==> src/rtl/fpaddsub_pkg.sv <==
// Shared constants and bundle type for the FP add/sub normalization path.
package fpaddsub_pkg;

    localparam int MANT_W  = 33;
    localparam int EXP_W   = 8;
    localparam int LZ_W    = 6;
    localparam int SHIFT_W = 4;

    typedef struct packed {
        logic [MANT_W-1:0] mant;
        logic [EXP_W-1:0]  exp;
        logic              sign;
    } fp_bundle_t;

endpackage

==> src/rtl/fpaddsub_normalize_lzd_if.sv <==
// Handshake and data bundle between the mantissa adder, the normalize stage and the fine shifter.
interface fpaddsub_normalize_lzd_if #(
    parameter int MANT_W  = fpaddsub_pkg::MANT_W,
    parameter int EXP_W   = fpaddsub_pkg::EXP_W,
    parameter int SHIFT_W = fpaddsub_pkg::SHIFT_W
);
    logic               in_valid;
    logic               in_ready;
    logic [MANT_W-1:0]  Sum;
    logic [EXP_W-1:0]   Ein;
    logic               Sin;
    logic               out_valid;
    logic               out_ready;
    logic [MANT_W-1:0]  MminP;
    logic [SHIFT_W-1:0] Shift;
    logic [EXP_W-1:0]   Eout;
    logic               Sout;
    logic               Zero;
    logic               Uflow;

    // Environment side: feeds sums upstream, consumes results downstream.
    modport master (
        output in_valid, Sum, Ein, Sin, out_ready,
        input  in_ready, out_valid, MminP, Shift, Eout, Sout, Zero, Uflow
    );

    modport slave (
        input  in_valid, Sum, Ein, Sin, out_ready,
        output in_ready, out_valid, MminP, Shift, Eout, Sout, Zero, Uflow
    );

endinterface

==> src/rtl/fpaddsub_lzc33.sv <==
// Combinational 33-bit leading-zero counter built from 4-bit priority encoders.
module fpaddsub_lzc33
    import fpaddsub_pkg::*;
(
    input  logic [MANT_W-1:0] sum,
    output logic [LZ_W-1:0]   lz,
    output logic              all_zero
);

    // Returns {found, leading-zero count} for one nibble.
    function automatic logic [2:0] pe4(input logic [3:0] x);
        logic [2:0] r;
        casez (x)
            4'b1???: r = 3'b100;
            4'b01??: r = 3'b101;
            4'b001?: r = 3'b110;
            4'b0001: r = 3'b111;
            default: r = 3'b000;
        endcase
        return r;
    endfunction

    logic [2:0]      nib [8];
    logic [7:0]      nib_v;
    logic [2:0]      grp_hi;
    logic [2:0]      grp_lo;
    logic [2:0]      sel_hi;
    logic [2:0]      sel_lo;
    logic [3:0]      lz_hi;
    logic [3:0]      lz_lo;
    logic [LZ_W-1:0] lz32;

    always_comb begin
        for (int i = 0; i < 8; i++) begin
            nib[i]   = pe4(sum[4*i+3 -: 4]);
            nib_v[i] = nib[i][2];
        end

        // Second level picks the first non-empty nibble within each 16-bit half.
        grp_hi = pe4(nib_v[7:4]);
        grp_lo = pe4(nib_v[3:0]);
        sel_hi = 3'd7 - {1'b0, grp_hi[1:0]};
        sel_lo = 3'd3 - {1'b0, grp_lo[1:0]};
        lz_hi  = {grp_hi[1:0], nib[sel_hi][1:0]};
        lz_lo  = {grp_lo[1:0], nib[sel_lo][1:0]};

        if (grp_hi[2]) begin
            lz32 = {2'b00, lz_hi};
        end else if (grp_lo[2]) begin
            lz32 = {2'b01, lz_lo};
        end else begin
            lz32 = 6'd32;
        end

        // Bit 32 sits above the 32-bit tree, so everything below it is offset by one.
        lz       = sum[MANT_W-1] ? '0 : lz32 + 6'd1;
        all_zero = !sum[MANT_W-1] && !grp_hi[2] && !grp_lo[2];
    end

endmodule

==> src/rtl/fpaddsub_normalize_lzd.sv <==
// Registered normalize front end: leading-zero count, coarse 0/16/32 left shift, exponent adjust.
module fpaddsub_normalize_lzd #(
    parameter int MANT_W = fpaddsub_pkg::MANT_W,
    parameter int EXP_W  = fpaddsub_pkg::EXP_W,
    parameter int LZ_W   = fpaddsub_pkg::LZ_W
) (
    input  logic                    clk,
    input  logic                    rst,
    fpaddsub_normalize_lzd_if.slave bus
);
    import fpaddsub_pkg::*;

    // Returns {underflow, exponent}; a borrow clamps the exponent to zero.
    function automatic logic [EXP_W:0] exp_adjust(input logic [EXP_W-1:0] e,
                                                  input logic [LZ_W-1:0]  z);
        logic signed [EXP_W:0] diff;
        diff = $signed({1'b0, e}) - $signed({{(EXP_W+1-LZ_W){1'b0}}, z});
        if (diff < 0) begin
            return {1'b1, {EXP_W{1'b0}}};
        end
        return {1'b0, diff[EXP_W-1:0]};
    endfunction

    logic [LZ_W-1:0]    lz;
    logic               all_zero;

    logic [MANT_W-1:0]  mant_p0;
    logic [SHIFT_W-1:0] shift_p0;
    logic [EXP_W-1:0]   exp_p0;
    logic               uflow_p0;

    logic               vld_p1;
    logic [MANT_W-1:0]  mant_p1;
    logic [SHIFT_W-1:0] shift_p1;
    logic [EXP_W-1:0]   exp_p1;
    logic               sign_p1;
    logic               zero_p1;
    logic               uflow_p1;

    fpaddsub_lzc33 u_lzc (
        .sum      (bus.Sum),
        .lz       (lz),
        .all_zero (all_zero)
    );

    // Stage p0: coarse shift and exponent adjust ahead of the output register.
    always_comb begin
        case (lz[LZ_W-1 -: 2])
            2'b00:   mant_p0 = bus.Sum;
            2'b01:   mant_p0 = bus.Sum << 16;
            2'b10:   mant_p0 = bus.Sum << 32;
            default: mant_p0 = '0;
        endcase

        if (all_zero) begin
            shift_p0 = '0;
            exp_p0   = '0;
            uflow_p0 = 1'b0;
        end else begin
            shift_p0             = lz[SHIFT_W-1:0];
            {uflow_p0, exp_p0}   = exp_adjust(bus.Ein, lz);
        end
    end

    assign bus.in_ready = !vld_p1 || bus.out_ready;

    // Stage p1: output register, holds while downstream stalls.
    always_ff @(posedge clk or posedge rst) begin
        if (rst) begin
            vld_p1   <= 1'b0;
            mant_p1  <= '0;
            shift_p1 <= '0;
            exp_p1   <= '0;
            sign_p1  <= 1'b0;
            zero_p1  <= 1'b0;
            uflow_p1 <= 1'b0;
        end else if (bus.in_ready) begin
            vld_p1 <= bus.in_valid;
            if (bus.in_valid) begin
                mant_p1  <= mant_p0;
                shift_p1 <= shift_p0;
                exp_p1   <= exp_p0;
                sign_p1  <= bus.Sin;
                zero_p1  <= all_zero;
                uflow_p1 <= uflow_p0;
            end
        end
    end

    assign bus.out_valid = vld_p1;
    assign bus.MminP     = mant_p1;
    assign bus.Shift     = shift_p1;
    assign bus.Eout      = exp_p1;
    assign bus.Sout      = sign_p1;
    assign bus.Zero      = zero_p1;
    assign bus.Uflow     = uflow_p1;

endmodule

==> src/flat_wrapper.sv <==
// flat-port wrapper written by rule: the top's interface ports become plain ports
module fpaddsub_normalize_lzd_flat import fpaddsub_pkg::*;
#(
    parameter int MANT_W = fpaddsub_pkg::MANT_W,
    parameter int EXP_W  = fpaddsub_pkg::EXP_W,
    parameter int LZ_W   = fpaddsub_pkg::LZ_W
)
  (clk, rst, bus_in_valid, bus_Sum, bus_Ein, bus_Sin, bus_out_ready, bus_in_ready, bus_out_valid, bus_MminP, bus_Shift, bus_Eout, bus_Sout, bus_Zero, bus_Uflow);
  fpaddsub_normalize_lzd_if #(.MANT_W(MANT_W), .EXP_W(EXP_W)) bus_i ();
  input  logic clk;
  input  logic rst;
  input wire logic [$bits(bus_i.in_valid)-1:0] bus_in_valid;
  input wire logic [$bits(bus_i.Sum)-1:0] bus_Sum;
  input wire logic [$bits(bus_i.Ein)-1:0] bus_Ein;
  input wire logic [$bits(bus_i.Sin)-1:0] bus_Sin;
  input wire logic [$bits(bus_i.out_ready)-1:0] bus_out_ready;
  output wire logic [$bits(bus_i.in_ready)-1:0] bus_in_ready;
  output wire logic [$bits(bus_i.out_valid)-1:0] bus_out_valid;
  output wire logic [$bits(bus_i.MminP)-1:0] bus_MminP;
  output wire logic [$bits(bus_i.Shift)-1:0] bus_Shift;
  output wire logic [$bits(bus_i.Eout)-1:0] bus_Eout;
  output wire logic [$bits(bus_i.Sout)-1:0] bus_Sout;
  output wire logic [$bits(bus_i.Zero)-1:0] bus_Zero;
  output wire logic [$bits(bus_i.Uflow)-1:0] bus_Uflow;
  assign bus_i.in_valid = bus_in_valid;
  assign bus_i.Sum = bus_Sum;
  assign bus_i.Ein = bus_Ein;
  assign bus_i.Sin = bus_Sin;
  assign bus_i.out_ready = bus_out_ready;
  assign bus_in_ready = bus_i.in_ready;
  assign bus_out_valid = bus_i.out_valid;
  assign bus_MminP = bus_i.MminP;
  assign bus_Shift = bus_i.Shift;
  assign bus_Eout = bus_i.Eout;
  assign bus_Sout = bus_i.Sout;
  assign bus_Zero = bus_i.Zero;
  assign bus_Uflow = bus_i.Uflow;
  fpaddsub_normalize_lzd #(.MANT_W(MANT_W), .EXP_W(EXP_W), .LZ_W(LZ_W)) u_core (.clk(clk), .rst(rst), .bus(bus_i));
endmodule
==> config.mk <==
export PLATFORM = sky130hd
export DESIGN_NAME = fpaddsub_normalize_lzd_flat
export DESIGN_NICKNAME = d
export VERILOG_FILES = /design/src/rtl/fpaddsub_pkg.sv /design/src/rtl/fpaddsub_normalize_lzd_if.sv /design/src/rtl/fpaddsub_lzc33.sv /design/src/rtl/fpaddsub_normalize_lzd.sv /design/src/flat_wrapper.sv
export SDC_FILE = /design/constraint.sdc
export NUM_CORES = 1
export LEC_CHECK = 0
export ABC_AREA = 1
export CAP_MARGIN = 20
export CORE_ASPECT_RATIO = 0.7
export CORE_MARGIN = 10
export CORE_UTILIZATION = 50
export DETAILED_ROUTE_END_ITERATION = 7
export PLACE_DENSITY = 0.84
export REMOVE_ABC_BUFFERS = 1
export SLEW_MARGIN = 0
export SYNTH_ARGS = -nofsm -noshare
export SYNTH_HDL_FRONTEND = slang
export SYNTH_HIERARCHICAL = 1
export SYNTH_SLANG_ARGS = --single-unit
==> constraint.sdc <==
create_clock -name clk -period 2.75 [get_ports clk]
set_input_delay 0.55 -clock clk [delete_from_list [all_inputs] [get_ports clk]]
set_output_delay 0.55 -clock clk [all_outputs]
set_load 0.1 [all_outputs]
==> metrics.log, run 1 <==
[metrics] slowest CP cell: sky130_fd_sc_hd__a21oi_2
[metrics] overall die area: 9999 sq um
[metrics] top cell type by total area after synthesis: sky130_fd_sc_hd__dfrtp_1
[metrics] clock transition time at the flip-flop clock pins of the worst setup and hold paths: 100 ps
[metrics] Post-layout nets: 700
[metrics] power density over the cells: 543.4 nW/um^2
[metrics] most used flip-flop cell after synthesis: sky130_fd_sc_hd__dfrtp_1
[metrics] vias after detailed routing: ~4500
[metrics] f_max: a little under 0.3 GHz
[metrics] Die H: 86.72 um
[metrics] violated checks: DRC, setup timing
[metrics] Worst Hold Margin: 499.2 ps
[metrics] portion of netlist area occupied by mux cells: 0
[metrics] required time at the worst-slack endpoint: 2960 ps
[metrics] via count of the first global-routing pass: 3996
[metrics] setup repair after global routing missed its margin: true
[metrics] DP HPWL: 8094 um
[metrics] Detailed Route Iter0 Violations: 726
[metrics] combinational family with the most area after synthesis: simple AND/OR/NAND/NOR gates
[metrics] uppermost metal layer occupied by signal nets: met4
[metrics] path category of the worst min-delay check: reg -> reg
[metrics] floorplan core area: 6186 sq um
[metrics] clock root cell: sky130_fd_sc_hd__clkbuf_8
[metrics] total leakage power: 2.739 nW
[metrics] leading cell types in the layout, fill and taps excluded: sky130_fd_sc_hd__buf_4 (132), sky130_fd_sc_hd__nand2_1 (111), sky130_fd_sc_hd__dfrtp_1 (49), sky130_fd_sc_hd__inv_1 (34), sky130_fd_sc_hd__a21oi_1 (33)
[metrics] wire length of the first global-routing pass: 20310 um
[metrics] family with the most delay on the worst path: simple AND/OR/NAND/NOR gates
[metrics] share of async-settable or async-resettable flops after synthesis: 1.000
[metrics] final estimated routing congestion in global placement: around 0.9
[metrics] EDFF count, synth: 0
[metrics] number of remaining DRC errors: just over 100
[metrics] Setup Skew: around 7.7 ps
[metrics] Top Ports: between 90 and 100
[metrics] Worst-Skew Late Latency: 330 ps
[metrics] effective utilization at floorplan: 0.5140
[metrics] overall global routing resource usage: 0.2511
[metrics] Die X-Extent: 115.3 um
[metrics] share of post-route cells with drive strength above 1: 0.5186
[metrics] area share of and/or/nand/nor cells after synthesis: 0.3628
[metrics] cell area after technology mapping: 3179 sq um
[metrics] GRT Residual Overflow: 0
[metrics] critical path depth: 26
[metrics] startpoint type of the worst setup path: input pin
[metrics] area grow syn2layout: 71.86%
[metrics] cell mode on critical path: sky130_fd_sc_hd__nand2_1
[metrics] number of buffers added on ports: 95
[metrics] via count normalized by instance count: 6.152
[metrics] Slew Viols, Final: 0
[metrics] cell depth of the worst hold path: 2
[metrics] residual antenna-violating net count after detailed routing: 0
[metrics] worst-case headroom to the max-slew limit: 0.4300
[metrics] iteration count of the initial detailed-routing pass: 8
[metrics] arrival time of data at the critical path endpoint: 3620 ps
[metrics] number of antenna violations at the first check in global routing: 0
[metrics] total clock buffers created by CTS: 5
[metrics] VDD IR max: around 0.35 mV
[metrics] worst setup path class: in -> reg
[metrics] Synth area leaders: sky130_fd_sc_hd__dfrtp_1 (39%), sky130_fd_sc_hd__nand2_1 (17%), sky130_fd_sc_hd__a21oi_1 (7.1%)
[metrics] num rows: 24
[metrics] Detail Route met2 WL: 7005 um
[metrics] worst slew pin tran: 853.8 ps
[metrics] Avg Cell Area, Syn: roughly 7.0 sq um
[metrics] clock tree from TritonCTS: done
[metrics] run status: complete, but fails checks
[metrics] Finished Core Util: 0.8833
[metrics] Fin. Hold Viols: 0
[metrics] max-cap check violation count: 0
[metrics] maximum level of the CTS H-tree: 2
[metrics] min setup slack post-route: -658.7 ps
[metrics] portion of the post-synthesis area used by sequential elements: 0.3857
[metrics] largest fanout on the critical path: 5
[metrics] capturing element type of the critical path: flip-flop
[metrics] final critical delay including setup and external delays: 3409 ps
[metrics] leading cell type in the layout, fill and taps excluded: sky130_fd_sc_hd__buf_4
[metrics] met3 routed WL: 2169 um
[metrics] depth of the worst register-to-register path: 4
[metrics] area share of fa/ha/maj cells after synthesis: 0.03778
[metrics] total inserted antenna cells: 0
[metrics] number of clock sinks: 49
[metrics] pin count of the biggest net entering global routing: 50
[metrics] max incr delay on CP: 340 ps
[metrics] Final Setup Violations: 42
[metrics] per-cell routed wire length: between 20 and 25 um
[metrics] register bit total from synthesis: 49
[metrics] Netlist cell types: 33
[metrics] CTS hold repair buffers: 0
[metrics] parity-gate share of the synthesized area counting xor and xnor cells: 0.008264
[metrics] post-route fraction of the period consumed by the critical path: 1.240
[metrics] Compound-Gate Fraction of Synth Area: 0.1165
[metrics] Buf+Inv Stages, Crit Path: 7
[metrics] Syn Inst Count: 456
[metrics] share of Yosys cell area claimed by the top area cell type: 0.3857
[metrics] DRT Wirelength: approximately 16000 um
[metrics] met1 WL: 5738 um
[metrics] yosys synthesis warning count: 6
[metrics] maximum clock path buffer count: 2
report_power, final:
group / switching (mW) / internal [mW]
registers: 0.0610 / 0.814
clock network: 0.277 / 0.362
logic: 1.10 / 0.355
total: 1.44 / 1.53
metrics by stage:
step | std cells | TNS [ps] | setup slack [ps] | instance area (sq um) | total power, mW
final | 724 | -11940 | -658.7 | 5464 | 2.969
after global routing | 724 | -13960 | -716.7 | 5464 | 3.047
after CTS | 708 | -334.4 | -81.94 | 5121 | 2.865
after detailed placement | 679 | -27160 | -1103 | 4561 | 2.194
after global placement | 679 | -21820 | -883.3 | 4561 | 2.175
after floorplan | 444 | -5773 | -294.6 | 3122 | 1.796
metal layers:
metal,GRT usage,vias up
met5,0,-
met4,0.1200,0
met3,0.06004,145
met2,0.3985,465
met1,0.3147,2037
li1,-,1807
cells by family (layout without fill, tap and decap cells):
group,Yosys count,in the layout
buffers and inverters,72,262
AOI/OAI and AO/OA,67,67
xor gates and xnor gates,3,3
adders and majority gates,9,9
and+or+nand+nor,256,256
DFF,49,49
flip-flops by register name, summed over array words and instances (netlist names):
signal and cells:
u_core/bus.Sout 1, u_core/bus.Eout 8, u_core/bus.out_valid 1, u_core/bus.Zero 1, u_core/bus.Shift 4, u_core/bus.MminP 33
u_core/bus.Uflow 1
worst reg2reg max path: stages (launching register included):
cell and delay [ps]:
sky130_fd_sc_hd__dfrtp_1 430, sky130_fd_sc_hd__a21oi_4 290, sky130_fd_sc_hd__inv_2 390, sky130_fd_sc_hd__a21oi_1 430, sky130_fd_sc_hd__a21oi_2 100
cell type report:
| cell class | instances | area, sq um |
|---|---|---|
| clock buffer | 5 | 68.82 |
| clock inverter | 3 | 65.06 |
| fill | 288 | 721.9 |
| inverter | 60 | 237.7 |
| multi-input combinational | 335 | 2198 |
| sequential | 49 | 1226 |
| tap | 78 | 97.59 |
| timing repair buffer | 194 | 1570 |
synth_stat cells (2+ instances only):
| master | n |
|---|---|
| sky130_fd_sc_hd__nor2_1 | 45 |
| sky130_fd_sc_hd__nand2_1 | 143 |
| sky130_fd_sc_hd__o21ai_0 | 13 |
| sky130_fd_sc_hd__nand3_1 | 33 |
| sky130_fd_sc_hd__nand2_4 | 4 |
| sky130_fd_sc_hd__nor2_2 | 9 |
| sky130_fd_sc_hd__o31ai_1 | 2 |
| sky130_fd_sc_hd__inv_1 | 54 |
| sky130_fd_sc_hd__nand2_2 | 5 |
| sky130_fd_sc_hd__buf_2 | 10 |
| sky130_fd_sc_hd__inv_2 | 5 |
| sky130_fd_sc_hd__dfrtp_1 | 49 |
| sky130_fd_sc_hd__o21a_1 | 2 |
| sky130_fd_sc_hd__a21oi_1 | 45 |
| sky130_fd_sc_hd__nand4_1 | 2 |
| sky130_fd_sc_hd__nor3_2 | 2 |
| sky130_fd_sc_hd__xnor2_1 | 3 |
| sky130_fd_sc_hd__nand3_2 | 4 |
| sky130_fd_sc_hd__clkbuf_1 | 2 |
| sky130_fd_sc_hd__nor2_4 | 4 |
| sky130_fd_sc_hd__ha_1 | 8 |
path summary, 6_finish.rpt:
| path | startpoint | slack, ps | end |
|---|---|---|---|
| min in group asynchronous | rst | 610 | u_core/bus.Sout |
| worst min register to register | u_core/bus.MminP[2] | 500 | u_core/bus.MminP[2] |
| max in group asynchronous | rst | 1560 | u_core/bus.MminP[3] |
| worst min-delay path | u_core/bus.MminP[2] | 500 | u_core/bus.MminP[2] |
| worst max-delay path | bus_Sum[1] | -660 | u_core/bus.Eout[1] |
| worst max register to register | u_core/bus.out_valid | 1010 | u_core/bus.MminP[23] |
what timing repair did:
action | in CTS | in global routing
buffers inserted | 22 | 16
pin swaps | 72 | 41
resized for setup | 224 | 71
endpoints found under the setup margin | 42 | 42
cloned | 0 | 0
Note: power is estimated with default switching activity, not from simulation.
==> run 2: changes to the inputs <==
--- a/config.mk
+++ b/config.mk
@@ -18,3 +18,4 @@
 export SYNTH_HDL_FRONTEND = slang
 export SYNTH_HIERARCHICAL = 1
 export SYNTH_SLANG_ARGS = --single-unit
+export TNS_END_PERCENT = 30
==> run 2 against run 1 <==
  * The flow finishes with violations (setup timing)
  * Sequential share of layout area is 0.39 points higher
  * Power decreased by 0.83%
  * Sequential power barely moved
  * Global-route usage unchanged
  * Clock power decreased by 2%
  * Critical endpoint is now u_core/bus.Eout[7]
  * Largest cell class unchanged
==> metrics.log, run 2 (same netlist as run 1, synthesis figures left out) <==
[metrics] switching part of the total power: 0.4803
[metrics] number of remaining DRC errors: 0
[metrics] capture instance of the worst register-to-register path: u_core/bus.MminP[23]
[metrics] cell internal pwr: 1.530 mW
[metrics] residual antenna-violating net count after detailed routing: 0
[metrics] startpoint type of the worst setup path: input pin
[metrics] setup slack on the worst flop-to-flop path: between 1000 and 1500 ps
[metrics] max incr delay on CP: 270 ps
[metrics] vias after detailed routing: 4285
[metrics] largest fanout on the critical path: 4
[metrics] leading cell types in the layout, fill and taps excluded: sky130_fd_sc_hd__buf_4 (131), sky130_fd_sc_hd__nand2_1 (111), sky130_fd_sc_hd__dfrtp_1 (49), sky130_fd_sc_hd__inv_1 (34), sky130_fd_sc_hd__a21oi_1 (34)
[metrics] min setup slack post-route: -470.1 ps
[metrics] number of antenna violations at the first check in global routing: 0
[metrics] depth of the worst register-to-register path: 4
[metrics] Fin. Hold Viols: 0
[metrics] post-layout instance count excluding filler cells: 719
[metrics] DRT Wirelength: ~15000 um
[metrics] maximum level of the CTS H-tree: 2
[metrics] overall global routing resource usage: 0.2511
[metrics] via count of the first global-routing pass: ~4000
[metrics] beginning of the critical path: bus_Sum[22]
[metrics] part of the total power dissipated in sequential elements: 0.296
[metrics] power density over the cells: 548.3 nW/um^2
[metrics] clock root cell: sky130_fd_sc_hd__clkbuf_8
[metrics] Post-layout nets: 695
[metrics] CTS hold repair buffers: 0
[metrics] Slew Viols, Final: 0
[metrics] floorplan core area: 6186 sq um
[metrics] max-cap check violation count: 0
[metrics] iteration count of the initial detailed-routing pass: 6
[metrics] slowest CP cell: sky130_fd_sc_hd__o21ai_1
[metrics] # fillers: between 300 and 400
[metrics] maximum clock path buffer count: 2
[metrics] post-route fraction of the period consumed by the critical path: 1.171
[metrics] violated checks: setup timing
[metrics] pin count of the biggest net entering global routing: 50
[metrics] Die X-Extent: 115.3 um
[metrics] cell breakdown of the critical path: buf_2 > nor2_2 > nand3_2 > nor2_4 > buf_4 > inv_2 > nand4_1 > nand2_1 > nand2_2 > nand2_4 > ha_4 > buf_4 > o21ai_1 > nor2_4 > inv_2 > ha_4 > a21oi_2 > nand2_2 > nand2_1 > nand2_1 > nand2_1 > nand2_1 > nand2_2 > nand2_1
[metrics] number of clock sinks: 49
[metrics] Worst-Skew Late Latency: between 300 and 400 ps
[metrics] worst-case headroom to the max-slew limit: 0.4405
[metrics] arrival time of data at the critical path endpoint: 3440 ps
[metrics] cell mode on critical path: sky130_fd_sc_hd__nand2_1
[metrics] Setup Skew: 6.376 ps
[metrics] run status: complete, but fails checks
[metrics] leading cell type in the layout, fill and taps excluded: sky130_fd_sc_hd__buf_4
[metrics] total clock buffers created by CTS: 5
[metrics] Top Ports: 96
[metrics] overall die area: 9999 sq um
[metrics] final critical delay including setup and external delays: 3220 ps
[metrics] final design area excluding fillers: 5370 sq um
[metrics] Inst Count DP: 679
[metrics] DP HPWL: between 8000 and 9000 um
[metrics] capturing element type of the critical path: flip-flop
[metrics] part of the total power dissipated in combinational logic: 0.490
[metrics] Detailed Route Iter0 Violations: 513
[metrics] Area after DPL: 4561 sq um
[metrics] worst slew pin tran: 838.1 ps
[metrics] per-cell routed wire length: 21.21 um
[metrics] GRT Residual Overflow: 0
[metrics] Die H: between 80 and 90 um
[metrics] f_max: roughly 0.31 GHz
[metrics] clock tree from TritonCTS: done
[metrics] required time at the worst-slack endpoint: 2970 ps
[metrics] start of the worst register-to-register path: u_core/bus.out_valid
[metrics] total inserted antenna cells: 0
[metrics] effective utilization at floorplan: 0.5140
[metrics] worst-case setup slack after placement: -1103 ps
[metrics] via count normalized by instance count: 5.960
[metrics] relative contribution of the clock network to total power: 0.214
[metrics] total leakage power: about 2.7 nW
[metrics] share of post-route cells with drive strength above 1: 0.5039
[metrics] end of the critical path: u_core/bus.Eout[7]
[metrics] path category of the worst min-delay check: reg -> reg
[metrics] VDD IR max: roughly 0.37 mV
[metrics] worst setup path class: in -> reg
[metrics] area grow syn2layout: 68.91%
[metrics] num rows: 24
[metrics] power dissipated by switching net loads: between 1 and 1.5 mW
[metrics] final estimated routing congestion in global placement: 0.9092
[metrics] clock transition time at the flip-flop clock pins of the worst setup and hold paths: 100 ps
[metrics] setup repair after global routing missed its margin: true
[metrics] wire length of the first global-routing pass: 20310 um
[metrics] Final Setup Violations: 39
[metrics] Worst Hold Margin: 496.1 ps
[metrics] number of flip-flops under the largest register name: 33
[metrics] number of buffers added on ports: between 90 and 100
[run 2: changes by cell type in the layout (fill, tap and decap cells not counted), moves of 2 or more]
cell | before | now
sky130_fd_sc_hd__buf_8 | 2 | 0
sky130_fd_sc_hd__nand3_1 | 15 | 21
sky130_fd_sc_hd__nand3_2 | 19 | 13
sky130_fd_sc_hd__buf_6 | 14 | 12
[run 2: per-layer routing]
metal	part of all wire	vias up	GRT usage	wire, um
li1	-	1798	-	-
met1	0.37	1987	0.3147	5603
met2	0.44	391	0.3985	6746
met3	0.13	109	0.06004	1928
met4	0.064	0	0.1200	974
met5	0	-	0	0
[run 2: repair_timing]
action	CTS	global route
setup buffers	22	11
pin swaps	72	42
setup endpoints to repair	42	42
resized for setup	224	58
[run 2: final cells by class]
class / instances / area, sq um / area share
inverter: 60 / 237.7 / 0.04427
clock inverter: 3 / 65.06 / 0.01212
multi-input combinational: 335 / 2165 / 0.4031
tap: 78 / 97.59 / 0.01817
sequential: 49 / 1226 / 0.2283
timing repair buffer: 189 / 1510 / 0.2812
clock buffer: 5 / 68.82 / 0.01281
[run 2: worst min path at each step]
stage / cells after the start / endpoint / start
2_1_floorplan: 2 / u_core/bus.Sout / bus_Sin
3_3_place_gp: 2 / u_core/bus.Sout / u_core/bus.Sout
3_5_place_dp: 2 / u_core/bus.MminP[4] / u_core/bus.MminP[4]
4_1_cts: 2 / u_core/bus.MminP[7] / u_core/bus.MminP[7]
5_1_grt: 2 / u_core/bus.MminP[14] / u_core/bus.MminP[14]
6_report: 2 / u_core/bus.MminP[10] / u_core/bus.MminP[10]
[run 2: through the flow]
| step | power [mW] | util | TNS (ps) |
|---|---|---|---|
| finish | 2.945 | 0.8681 | -8812 |
| global route | 3.029 | 0.8681 | -11080 |
| CTS | 2.865 | 0.8279 | -334.4 |
| detailed placement | 2.194 | 0.7373 | -27160 |
| global placement | 2.175 | 0.7373 | -21820 |
| floorplan | 1.796 | - | -5773 |
[run 2: power groups by stage]
stage	registers, mW	clock network, mW	logic, mW
after floorplan	1.58	0	0.221
after global routing	0.883	0.656	1.49
after global placement	0.878	0	1.30
after detailed placement	0.882	0	1.31
after CTS	0.870	0.630	1.36
final	0.872	0.629	1.44
[run 2: critical path: cells and delay by family]
family,cells,cell delay [ps]
adder cells (fa/ha/maj),2,390
buffers and inverters,5,540
AND/OR/NAND/NOR,15,1510
AO/OA/AOI/OAI,2,450
